$ cat config.mk
export PLATFORM = sky130hd
export DESIGN_NAME = imem_boot_loader
export DESIGN_NICKNAME = d
export VERILOG_FILES = /design/src/rtl/imem_boot_loader.sv
export SDC_FILE = /design/constraint.sdc
export NUM_CORES = 1
export LEC_CHECK = 0
export CORE_ASPECT_RATIO = 0.9
export CORE_MARGIN = 2
export CORE_UTILIZATION = 45
export CTS_BUF_LIST = sky130_fd_sc_hd__clkbuf_4 sky130_fd_sc_hd__clkbuf_8 sky130_fd_sc_hd__clkbuf_16
export DETAILED_ROUTE_END_ITERATION = 8
export PLACE_DENSITY = 0.7
export SLEW_MARGIN = 20
export SYNTH_ARGS = -nofsm -noshare
export SYNTH_HDL_FRONTEND = slang
export SYNTH_SLANG_ARGS = --single-unit
$ cat constraint.sdc
create_clock -name clk -period 3.05 [get_ports clk]
set_input_delay 0.4575 -clock clk [delete_from_list [all_inputs] [get_ports clk]]
set_output_delay 0.4575 -clock clk [all_outputs]
set_load 0.005 [all_outputs]
$ cat src/rtl/imem_boot_loader.sv
// imem_boot_loader: streams bytes into 32-bit instruction words (little-endian),
// writes one word per WRITE cycle and keeps the core stalled until done.
// Optional feature macro: IMEM_BOOT_CHECKSUM_EN (trailing XOR checksum byte).
// Handshake: a byte moves only on a cycle where byte_valid && byte_ready;
// byte_ready is decoded from state alone, so it never depends on byte_valid.
`timescale 1ns/1ps
module imem_boot_loader #(
  parameter int DEPTH  = 256,
  parameter int ADDR_W = 8
) (
  input  logic              clk,
  input  logic              rst,
  input  logic              start,
  input  logic [ADDR_W:0]   num_words,
  input  logic              byte_valid,
  input  logic [7:0]        byte_data,
  output logic              byte_ready,
  output logic              imem_we,
  output logic [31:0]       imem_waddr,
  output logic [31:0]       imem_wdata,
  output logic              cpu_stall,
  output logic              busy,
  output logic              done,
  output logic              error,
  output logic [2:0]        dbg_state
);

  typedef enum logic [2:0] {
    S_IDLE  = 3'd0,
    S_RECV  = 3'd1,
    S_WRITE = 3'd2,
    S_CHECK = 3'd3,
    S_DONE  = 3'd4
  } state_t;

  localparam logic [ADDR_W:0] DEPTH_N = (ADDR_W+1)'(DEPTH);
  localparam logic [ADDR_W:0] ONE_N   = (ADDR_W+1)'(1);

`ifdef IMEM_BOOT_CHECKSUM_EN
  // After the data words (or immediately for an empty load) the checksum byte follows.
  localparam state_t S_AFTER = S_CHECK;
`else
  localparam state_t S_AFTER = S_DONE;
`endif

  state_t            state_q, state_d;
  logic [ADDR_W:0]   n_q;
  logic [ADDR_W-1:0] word_idx_q;
  logic [1:0]        lane_q;
  logic [23:0]       asm_q;
  logic [ADDR_W:0]   n_sat;
  logic              last_word;
  logic              start_ok;

  assign n_sat     = (num_words > DEPTH_N) ? DEPTH_N : num_words;
  assign last_word = ({1'b0, word_idx_q} == (n_q - ONE_N));
  assign start_ok  = start && ((state_q == S_IDLE) || (state_q == S_DONE));
  assign dbg_state = state_q;

  // State register
  always_ff @(posedge clk or posedge rst) begin
    if (rst) state_q <= S_IDLE;
    else     state_q <= state_d;
  end

  // Next-state and state-decoded outputs
  always_comb begin
    state_d    = state_q;
    byte_ready = 1'b0;
    imem_we    = 1'b0;
    busy       = 1'b0;
    done       = 1'b0;
    case (state_q)
      S_IDLE: begin
        if (start) state_d = (n_sat == '0) ? S_AFTER : S_RECV;
      end
      S_RECV: begin
        byte_ready = 1'b1;
        busy       = 1'b1;
        if (byte_valid && (lane_q == 2'd3)) state_d = S_WRITE;
      end
      S_WRITE: begin
        imem_we = 1'b1;
        busy    = 1'b1;
        state_d = last_word ? S_AFTER : S_RECV;
      end
`ifdef IMEM_BOOT_CHECKSUM_EN
      S_CHECK: begin
        byte_ready = 1'b1;
        busy       = 1'b1;
        if (byte_valid) state_d = S_DONE;
      end
`endif
      S_DONE: begin
        done = 1'b1;
        if (start) state_d = (n_sat == '0) ? S_AFTER : S_RECV;
      end
      default: state_d = S_IDLE;
    endcase
  end

  // The core runs only once a load has finished cleanly
  assign cpu_stall = !(done && !error);

  // Word assembly, counters and the write-port registers (which hold between writes)
  always_ff @(posedge clk or posedge rst) begin
    if (rst) begin
      n_q        <= '0;
      word_idx_q <= '0;
      lane_q     <= '0;
      asm_q      <= '0;
      imem_waddr <= '0;
      imem_wdata <= '0;
    end else if (start_ok) begin
      n_q        <= n_sat;
      word_idx_q <= '0;
      lane_q     <= '0;
    end else if ((state_q == S_RECV) && byte_valid) begin
      lane_q <= lane_q + 2'd1;
      case (lane_q)
        2'd0: asm_q[7:0]   <= byte_data;
        2'd1: asm_q[15:8]  <= byte_data;
        2'd2: asm_q[23:16] <= byte_data;
        default: begin
          imem_wdata <= {byte_data, asm_q};
          imem_waddr <= {{(30-ADDR_W){1'b0}}, word_idx_q, 2'b00};
        end
      endcase
    end else if (state_q == S_WRITE) begin
      word_idx_q <= word_idx_q + 1'b1;
      lane_q     <= '0;
    end
  end

`ifdef IMEM_BOOT_CHECKSUM_EN
  logic [7:0] csum_q;
  logic       error_q;

  // Running XOR of data bytes; the trailing byte must match it
  always_ff @(posedge clk or posedge rst) begin
    if (rst) begin
      csum_q  <= '0;
      error_q <= 1'b0;
    end else if (start_ok) begin
      csum_q  <= '0;
      error_q <= 1'b0;
    end else if ((state_q == S_RECV) && byte_valid) begin
      csum_q <= csum_q ^ byte_data;
    end else if ((state_q == S_CHECK) && byte_valid && (byte_data != csum_q)) begin
      error_q <= 1'b1;
    end
  end

  assign error = error_q;
`else
  assign error = 1'b0;
`endif

endmodule

## Word-level counts from Yosys, hierarchy flattened

Index checks and enable logic that the tools add are counted.

| word-level totals | value |
|---|---|
| flip-flop bits (word level) | 86 |
| bits of input ports | 21 |
| output and inout bits | 73 |
| word-level logic and storage cells | 60 |

| operators by class | value |
|---|---|
| muxes and demuxes | 16 |
| reductions and logical operators | 19 |
| add/subtract/negate cells | 3 |
| eq/ne operators | 10 |
| order comparisons | 1 |
| bitwise gates (word level) | 2 |

Operators by type and width:

| kind | count |
|---|---|
| 8-bit two-way mux | 3 |
| 3-bit two-way mux | 4 |
| 3-bit AND reduction | 4 |
| 8-bit by 9-bit == test with 1-bit output | 1 |
| 9-bit > comparator (second input constant) | 1 |
| 9-bit logical NOT | 1 |
| 9-bit two-way mux | 1 |
| 3-bit case mux with 3 select lines | 1 |
| 9-bit by 1-bit subtractor with 9-bit output (second input constant) | 1 |
| 8-bit by 1-bit adder with 8-bit output (second input constant) | 1 |
| 2-bit two-way mux | 3 |
| 2-bit == test (second input constant) | 2 |
| 1-bit two-way mux | 4 |
| 2-bit != test (second input constant) | 2 |
| 2-bit AND reduction | 2 |
| 2-bit OR reduction | 2 |
| 3-bit by 1-bit == test with 1-bit output (second input constant) | 1 |
| 3-bit by 2-bit == test with 1-bit output (second input constant) | 1 |
| 3-bit == test (second input constant) | 1 |
| 1-bit logical AND | 3 |
| 3-bit logical NOT | 1 |
| 3-bit nonzero test | 1 |
| 3-bit OR reduction | 1 |
| 2-bit by 1-bit adder with 2-bit output (second input constant) | 1 |
| other kinds (7) | 8 |

## Longest topological paths before layout

Gate-level depths: netlist of the first run.

| logic depth | value |
|---|---|
| word-level depth | 6 |
| gate-level depth with buffers | 7 |

## Worst setup path after synthesis of the first run

No wires, ideal clock.

| timing | value |
|---|---|
| path kind | register -> register |
| start point | reg n_q[0] |
| end point | reg state_q[2] (netlist: dbg_state[2]) |
| period minus slack after synthesis | 1.756 ns |
| slack | 1.294 ns |
| required time | 2.983 ns |
| cell stages (with the launch flop) | 8 |
| data arrival time | 1.689 ns |
| path through | dfrtp_1 -> inv_1 -> ha_1 -> nor3b_4 -> xor2_1 -> a32oi_1 -> nor4_1 -> a41o_1 |

| on the way | value |
|---|---|
| word-level cells in the longest chain between the ends | 4 |

Ends and longest elaborated chain:

| what | RTL line | RTL |
|---|---|---|
| start: declaration | 47 | `logic [ADDR_W:0] n_q;` |
| start signal: assignment | 115 | `n_q <= n_sat;` |
| 9-bit by 1-bit subtractor with 9-bit output | 56 | `assign last_word = ({1'b0, word_idx_q} == (n_q - ONE_N));` |
| 8-bit by 9-bit == test with 1-bit output | 56 |  |
| 3-bit two-way mux | 85 | `state_d = last_word ? S_AFTER : S_RECV;` |
| 3-bit case mux with 3 select lines | 73 | `case (state_q)` |
| end signal: assignment | 63 | `else state_q <= state_d;` |
| end: declaration | 46 | `state_t state_q, state_d;` |

Every way passes these cells.
A chain may end at the register's enable or synchronous reset.

## Worst setup path after layout of the first run

| timing | value |
|---|---|
| start point | reg state_q[0] (netlist: dbg_state[0]) |
| end point | out busy |

| on the way | value |
|---|---|
| word-level cells in the longest chain between the ends | 3 |
| elaborated cells between the ends (all ways) | 4 |

Ends and longest elaborated chain:

| what | RTL line | RTL |
|---|---|---|
| 3-bit by 1-bit == test with 1-bit output or 3-bit by 2-bit == test with 1-bit output (tied branches) | 73 |  |
| 2-bit OR reduction (no line) (*) | -- |  |
| 1-bit two-way mux (*) | 73 |  |
| end: declaration | 22 | `output logic busy,` |

Mark *: on every way between the ends. The rest lies on a longest branch, timed or not.

==> results of run 1 <==
[worst max-delay path, cell delays in order, from the launching register on]
cell and delay (ps):
dfrtp_1 480, nor3b_2 210, buf_4 160, or2_2 280
clkdlybuf4s50_1 440
[power groups by stage]
stage | registers [mW] | logic, mW | clock network [mW]
6_report | 1.98 | 1.95 | 0.906
5_1_grt | 2.05 | 2.13 | 0.965
4_1_cts | 1.98 | 1.97 | 0.929
3_5_place_dp | 2.00 | 1.96 | 0
3_3_place_gp | 1.98 | 1.90 | 0
2_1_floorplan | 1.92 | 1.26 | 0
[layout by cell type (no fill, tap or decap), drive strengths merged, types with 2 or more instances in the layout]
master	n
nor3b	2
dfrtp	86
mux2	65
and3	3
bufinv	2
nand2b	2
nor4	4
nor2	14
xnor2	11
a22o	2
inv	13
buf	5
nand2	22
a21oi	3
nand3	5
xor2	8
conb	25
nor3	6
nand3b	8
clkdlybuf4s50	68
clkbuf	9
nand4	2
and2	2
ha	6
o21ai	9
clkinv	3
[per-layer routing]
layer  track usage [%]  vias to the layer above
li1                  -                     1183
met1             22.89                     1245
met2             24.84                       70
met3             2.830                       12
met4             6.778                        0
met5                 0                        -
[cell type report]
class	count	area share, %
well taps	122	3.016
clock inverters	7	2.027
clock buffers	9	2.447
flip-flops and latches	86	42.52
inverters	11	0.8405
repair buffers	73	14.44
multi-input cells	209	34.71
[synth_stat cells]
| cell type | instances |
|---|---|
| o21ai_2 | 1 |
| nor4_2 | 1 |
| inv_1 | 11 |
| a221o_2 | 1 |
| o21ai_0 | 8 |
| a31oi_1 | 1 |
| dfrtp_1 | 86 |
| and2_0 | 1 |
| and2_1 | 1 |
| or4_4 | 1 |
| nor3b_4 | 1 |
| a32oi_1 | 1 |
| a211oi_1 | 1 |
| nor3b_2 | 1 |
| mux2_2 | 28 |
| nand2b_1 | 2 |
| o22a_1 | 1 |
| ha_1 | 6 |
| mux2_4 | 37 |
| nand2_2 | 3 |
| and3_1 | 3 |
| conb_1 | 1 |
| buf_4 | 26 |
| nand3b_1 | 8 |
| nor2_1 | 14 |
| xnor2_1 | 11 |
| a22o_1 | 2 |
| clkbuf_1 | 5 |
| a21oi_1 | 3 |
| buf_6 | 4 |
| nand2_1 | 18 |
| nor3_1 | 6 |
| o32ai_1 | 1 |
| nor4_1 | 3 |
| or2_2 | 1 |
| nand4_1 | 2 |
| xor2_1 | 8 |
| nor2b_1 | 1 |
| a41o_1 | 1 |
| nand2_4 | 1 |
| nand3_1 | 5 |
[how the worst min path moves through the flow]
| stage | to | depth (start not counted) | start |
|---|---|---|---|
| floorplan | imem_waddr[9]$_DFFE_PP0P_ | 2 | imem_waddr[9]$_DFFE_PP0P_ |
| global placement | imem_wdata[5]$_DFFE_PP0P_ | 1 | asm_q[5]$_DFFE_PP0P_ |
| detailed placement | imem_waddr[9]$_DFFE_PP0P_ | 2 | imem_waddr[9]$_DFFE_PP0P_ |
| CTS | imem_waddr[9]$_DFFE_PP0P_ | 2 | imem_waddr[9]$_DFFE_PP0P_ |
| global route | imem_waddr[9]$_DFFE_PP0P_ | 2 | imem_waddr[9]$_DFFE_PP0P_ |
| finish | imem_waddr[9]$_DFFE_PP0P_ | 2 | imem_waddr[9]$_DFFE_PP0P_ |
[sequential cells by signal, summed over array words and instances (netlist names)]
name and flops:
dbg_state 3, imem_wdata 32, asm_q 24, n_q 9
imem_waddr 8, word_idx_q 8, lane_q 2
[metrics by stage]
step | setup WS, ps | hold WS, ps | util, %
3_5_place_dp | 655.8 | 478.0 | 53.71
6_report | 672.5 | 491.9 | 56.23
5_1_grt | 573.0 | 518.8 | 56.23
4_1_cts | 664.3 | 497.6 | 56.23
2_1_floorplan | 370.7 | 472.6 | -
3_3_place_gp | 725.9 | 482.8 | 53.71
[cells by family (layout without fill, tap and decap cells)]
logic type      count (synthesis)  count (layout)  share of synthesized area [%]
compound gates                 21              21                          3.463
xor+xnor                       19              19                          4.040
fa+ha+maj                       6               6                          1.823
buf+inv                        46             100                          7.290
flops                          86              86                          52.25
mux                            65              65                          21.14
other cells                     1              25                        0.09104
simple gates                   73              73                          9.903
==> flow_metrics.env, run 1 <==
export IMPL_drive_above_1_share_pct=24.81
export IMPL_cap_violations=0
export IMPL_area_growth_pct=22.87
export IMPL_sw_frac_of_total_pct=30.91
export IMPL_arrival_ps=1920
export IMPL_status="completed"
export IMPL_fin_area_sq_um=5061
export IMPL_grt_pass1_wl_mm=12.81
export IMPL_hold_viol_final=0
export IMPL_p_seq_share_pct=40.9
export IMPL_ys_seq_area_share_pct=52.25
export IMPL_io_buffers=68
export IMPL_worstSetupStartpoint="dbg_state[0]$_DFFE_PP0P_"
export IMPL_crit_path_start_kind="flop"
export IMPL_avgSynthCellArea_sq_um=12.99
export IMPL_hold_path_class="flop to flop"
export IMPL_antenna_found_initial=0
export IMPL_synth_area_top_cells="dfrtp_1 (52%), mux2_4 (13%), mux2_2 (7.7%)"
export IMPL_met2_length_mm=3.596
export IMPL_path_max_fanout=8
export IMPL_power_density_nw_per_um2=955.5
export IMPL_fmax_mhz=420.6
export IMPL_endpoint="busy"
export IMPL_slew_violations=0
export IMPL_wirelength_met1_mm=3.601
export IMPL_vdd_drop_max_v=0.0003549
export IMPL_place_inst=501
export IMPL_finalCriticalPeriod_ps=2377
export IMPL_die_w_um=104.8
export IMPL_r2r_start="dbg_state[0]$_DFFE_PP0P_"
export IMPL_root_buffer="clkbuf_8"
export IMPL_drt_initial_drc_count=73
export IMPL_drt_pass1_iter_count=4
export IMPL_gr_total_overflow=0
export IMPL_rrSetupSlack_ps=830
export IMPL_cts_tree="yes"
export IMPL_worst_skew_pair_late_latency_ps=360
export IMPL_dr_max_layer_used="met4"
export IMPL_fillCellCount=782
export IMPL_final_nets=417
export IMPL_grt_pass1_vias=2560
export IMPL_wl_met3_um=323
export IMPL_yosysTopAreaCellShare_pct=52.25
export IMPL_synth_area_sq_um=4119
export IMPL_top_level_ports=94
export IMPL_cts_buffer_depth=2
export IMPL_seq_area_sq_um=2152
export IMPL_final_period_utilization_pct=77.95
export IMPL_multi_input_area_sq_um=1757
export IMPL_worst_clock_skew_ps=12.95
export IMPL_clkSinkCount=86
export IMPL_pwr_share_comb_pct=40.4
export IMPL_cp_end_kind="output pin"
export IMPL_timing_rr_end="imem_waddr[6]$_DFFE_PP0P_"
export IMPL_start_util_pct=45.76
export IMPL_h_tree_depth=3
export IMPL_n_antenna_cell=0
export IMPL_cts_hold_buf=0
export IMPL_cp_required_ps=2590
export IMPL_stdcell_count=517
export IMPL_netlist_instances=317
export IMPL_cts_buffers_inserted=9
export IMPL_critPathKind="flop to output pin"
export IMPL_wirelength_mm=7.656
export IMPL_clk_pin_slew_worst_paths_ps=90
export IMPL_p_leak_nw=2.406
export IMPL_power_frac_clock_pct=18.7
export IMPL_ys_types=41
export IMPL_slew_headroom_pct=48.10
export IMPL_ys_warn_count=0
export IMPL_grt_max_degree=43
export IMPL_fin_setup_tns_ps=0
export IMPL_die_area_sq_um=9935
export IMPL_fp_dieH_um=94.76
export IMPL_ant_nets=0
export IMPL_viasPerCell=4.855
export IMPL_setup_viol_count_final=0
export IMPL_row_count=33
export IMPL_via_count=2510
export IMPL_post_cts_resized=0
export IMPL_post_cts_buffers=0
export IMPL_placeableCoreArea_sq_um=9001
export IMPL_drc=0
export IMPL_place_hpwl_mm=5.431
export IMPL_power_switching_mw=1.495
export IMPL_yosysTopAreaCell="dfrtp_1"
export IMPL_finalPower_mw=4.836
export IMPL_routabilityCongestion=0.8965
export IMPL_p_int_mw=3.341
export IMPL_r2r_cells=4
export IMPL_wl_per_cell_um=14.81
export IMPL_rsz0062_at_grt="false"
export IMPL_placed_area_sq_um=4835
export IMPL_worst_slew_pin_transition_ps=778.5
export IMPL_grt_usage_pct=16.20
export IMPL_ys_ff_latch=86
Note: power is estimated with default switching activity, not from simulation.
==> run 2, diff against run 1 <==
- clock period: 3.05 -> 2.3 ns (I/O delays scaled with it)
==> run 2 against run 1 <==
Against the previous run:
- flip-flop and latch count stayed put
- combinational power is 33% higher
- first-iteration DRC count is 47% higher
- total power is 32% higher
- final cell count is 0.58% higher
- clock-buffer cell count stayed put
- non-clock buffer count is 3 higher
- die area stayed put
- critical path type unchanged
==> flow_metrics.env, run 2 (same netlist as run 1, synthesis figures left out) <==
export IMPL_hold_path_class="input pin to async pin"
export IMPL_wl_per_cell_um=14.68
export IMPL_routabilityCongestion=0.8381
export IMPL_place_hpwl_mm=5.487
export IMPL_post_cts_resized=0
export IMPL_cp_required_ps=1960
export IMPL_multi_input_area_sq_um=1759
export IMPL_grt_max_degree=87
export IMPL_fmax_mhz=455.3
export IMPL_die_area_sq_um=9935
export IMPL_wirelength_mm=7.635
export IMPL_worst_slew_pin_transition_ps=668.9
export IMPL_vdd_drop_max_v=0.0005364
export IMPL_cts_hold_buf=0
export IMPL_worst_skew_pair_late_latency_ps=350
export IMPL_arrival_ps=1850
export IMPL_drt_pass1_iter_count=4
export IMPL_n_antenna_cell=0
export IMPL_hold_ws_ps=432.1
export IMPL_fp_dieH_um=94.76
export IMPL_via_count=2545
export IMPL_slew_violations=0
export IMPL_viasPerCell=4.894
export IMPL_start_util_pct=45.76
export IMPL_top_level_ports=94
export IMPL_worst_clock_skew_ps=8.834
export IMPL_layout_commonest_cell="dfrtp_1"
export IMPL_cp_end_kind="output pin"
export IMPL_power_density_nw_per_um2=1257
export IMPL_drt_initial_drc_count=107
export IMPL_status="completed"
export IMPL_gr_total_overflow=0
export IMPL_final_cell_mix="dfrtp_1 (86), clkdlybuf4s50_1 (68), mux2_4 (37)"
export IMPL_path_max_fanout=5
export IMPL_critPathKind="flop to output pin"
export IMPL_placeableCoreArea_sq_um=9001
export IMPL_grt_usage_pct=16.22
export IMPL_drc=0
export IMPL_cap_violations=0
export IMPL_setup_viol_count_final=0
export IMPL_crit_path_start_kind="flop"
export IMPL_utilization_pct=56.53
export IMPL_root_buffer="clkbuf_8"
export IMPL_hold_viol_final=0
export IMPL_finalCriticalPeriod_ps=2196
export IMPL_seq_area_sq_um=2152
export IMPL_cts_buffers_inserted=9
export IMPL_rsz0062_at_grt="false"
export IMPL_largest_reg_flops=32
export IMPL_grt_pass1_wl_mm=12.74
export IMPL_slew_headroom_pct=54.99
export IMPL_worstSetupStartpoint="dbg_state[2]$_DFFE_PP0P_"
export IMPL_h_tree_depth=3
export IMPL_post_cts_buffers=0
export IMPL_antenna_found_initial=0
export IMPL_reg_top3="imem_wdata x32, asm_q x24, n_q x9"
export IMPL_clk_pin_slew_worst_paths_ps=90
export IMPL_cts_tree="yes"
export IMPL_fillCellCount=784
export IMPL_p_leak_nw=2.416
export IMPL_fin_setup_tns_ps=0
export IMPL_io_buffers=68
export IMPL_die_w_um=104.8
export IMPL_row_count=33
export IMPL_final_nets=420
export IMPL_ant_nets=0
export IMPL_area_growth_pct=23.54
export IMPL_cts_buffer_depth=2
export IMPL_clkSinkCount=86
export IMPL_grt_pass1_vias=2560
export IMPL_drive_above_1_share_pct=25.63
export IMPL_r2r_start="n_q[0]$_DFFE_PP0P_"
export IMPL_final_period_utilization_pct=95.50
export IMPL_top_register="imem_wdata"
run 2: cell types whose count changed in the layout (fill, tap and decap cells not counted):
cell        change
buf_4           +3
clkinv_2        -1
clkinvlp_4      +1
nor2_1          -1
nor2_2          +1
run 2: final cells by class:
type | instances | area share [%]
multi-input cells | 209 | 34.57
well taps | 122 | 3.000
flip-flops and latches | 86 | 42.29
repair buffers | 76 | 14.80
clock inverters | 7 | 2.016
inverters | 11 | 0.8852
clock buffers | 9 | 2.434
run 2: where the power goes:
group / switching (mW) / leakage [nW] / internal, mW
Sequential: 0.454 / 1.08 / 2.14
Combinational: 0.937 / 1.22 / 1.67
Clock: 0.565 / 0.116 / 0.627
Total: 1.96 / 2.42 / 4.44
run 2: final timing paths:
path	end	slack (ps)	cells after the start
setup / recovery	busy	100	4
hold / removal	imem_waddr[5]$_DFFE_PP0P_	430	3
setup reg to reg	dbg_state[0]$_DFFE_PP0P_	230	7
hold reg to reg	imem_waddr[9]$_DFFE_PP0P_	490	2
max in group asynchronous	n_q[7]$_DFFE_PP0P_	1460	3
min in group clk	imem_waddr[9]$_DFFE_PP0P_	490	2
run 2: critical path, stage by stage (launching register included):
cell,delay (ps)
dfrtp_1,460
nand2b_1,250
nor2_2,170
or2_2,140
clkdlybuf4s50_1,490
run 2: layer usage:
metal	share of wire (%)	GRT usage, %
met5	0	0
met4	0.71	5.000
met3	4.9	3.313
met2	48	25.60
met1	47	22.69
run 2: through the flow:
stage	setup slack [ps]	cells	total power, mW	instance area [sq um]
after detailed placement	263.8	504	5.261	4860
after global routing	40.24	520	6.843	5089
after CTS	46.17	520	6.469	5086
after global placement	308.8	504	5.149	4860
after floorplan	544.5	341	4.210	4213
final	103.5	520	6.395	5089
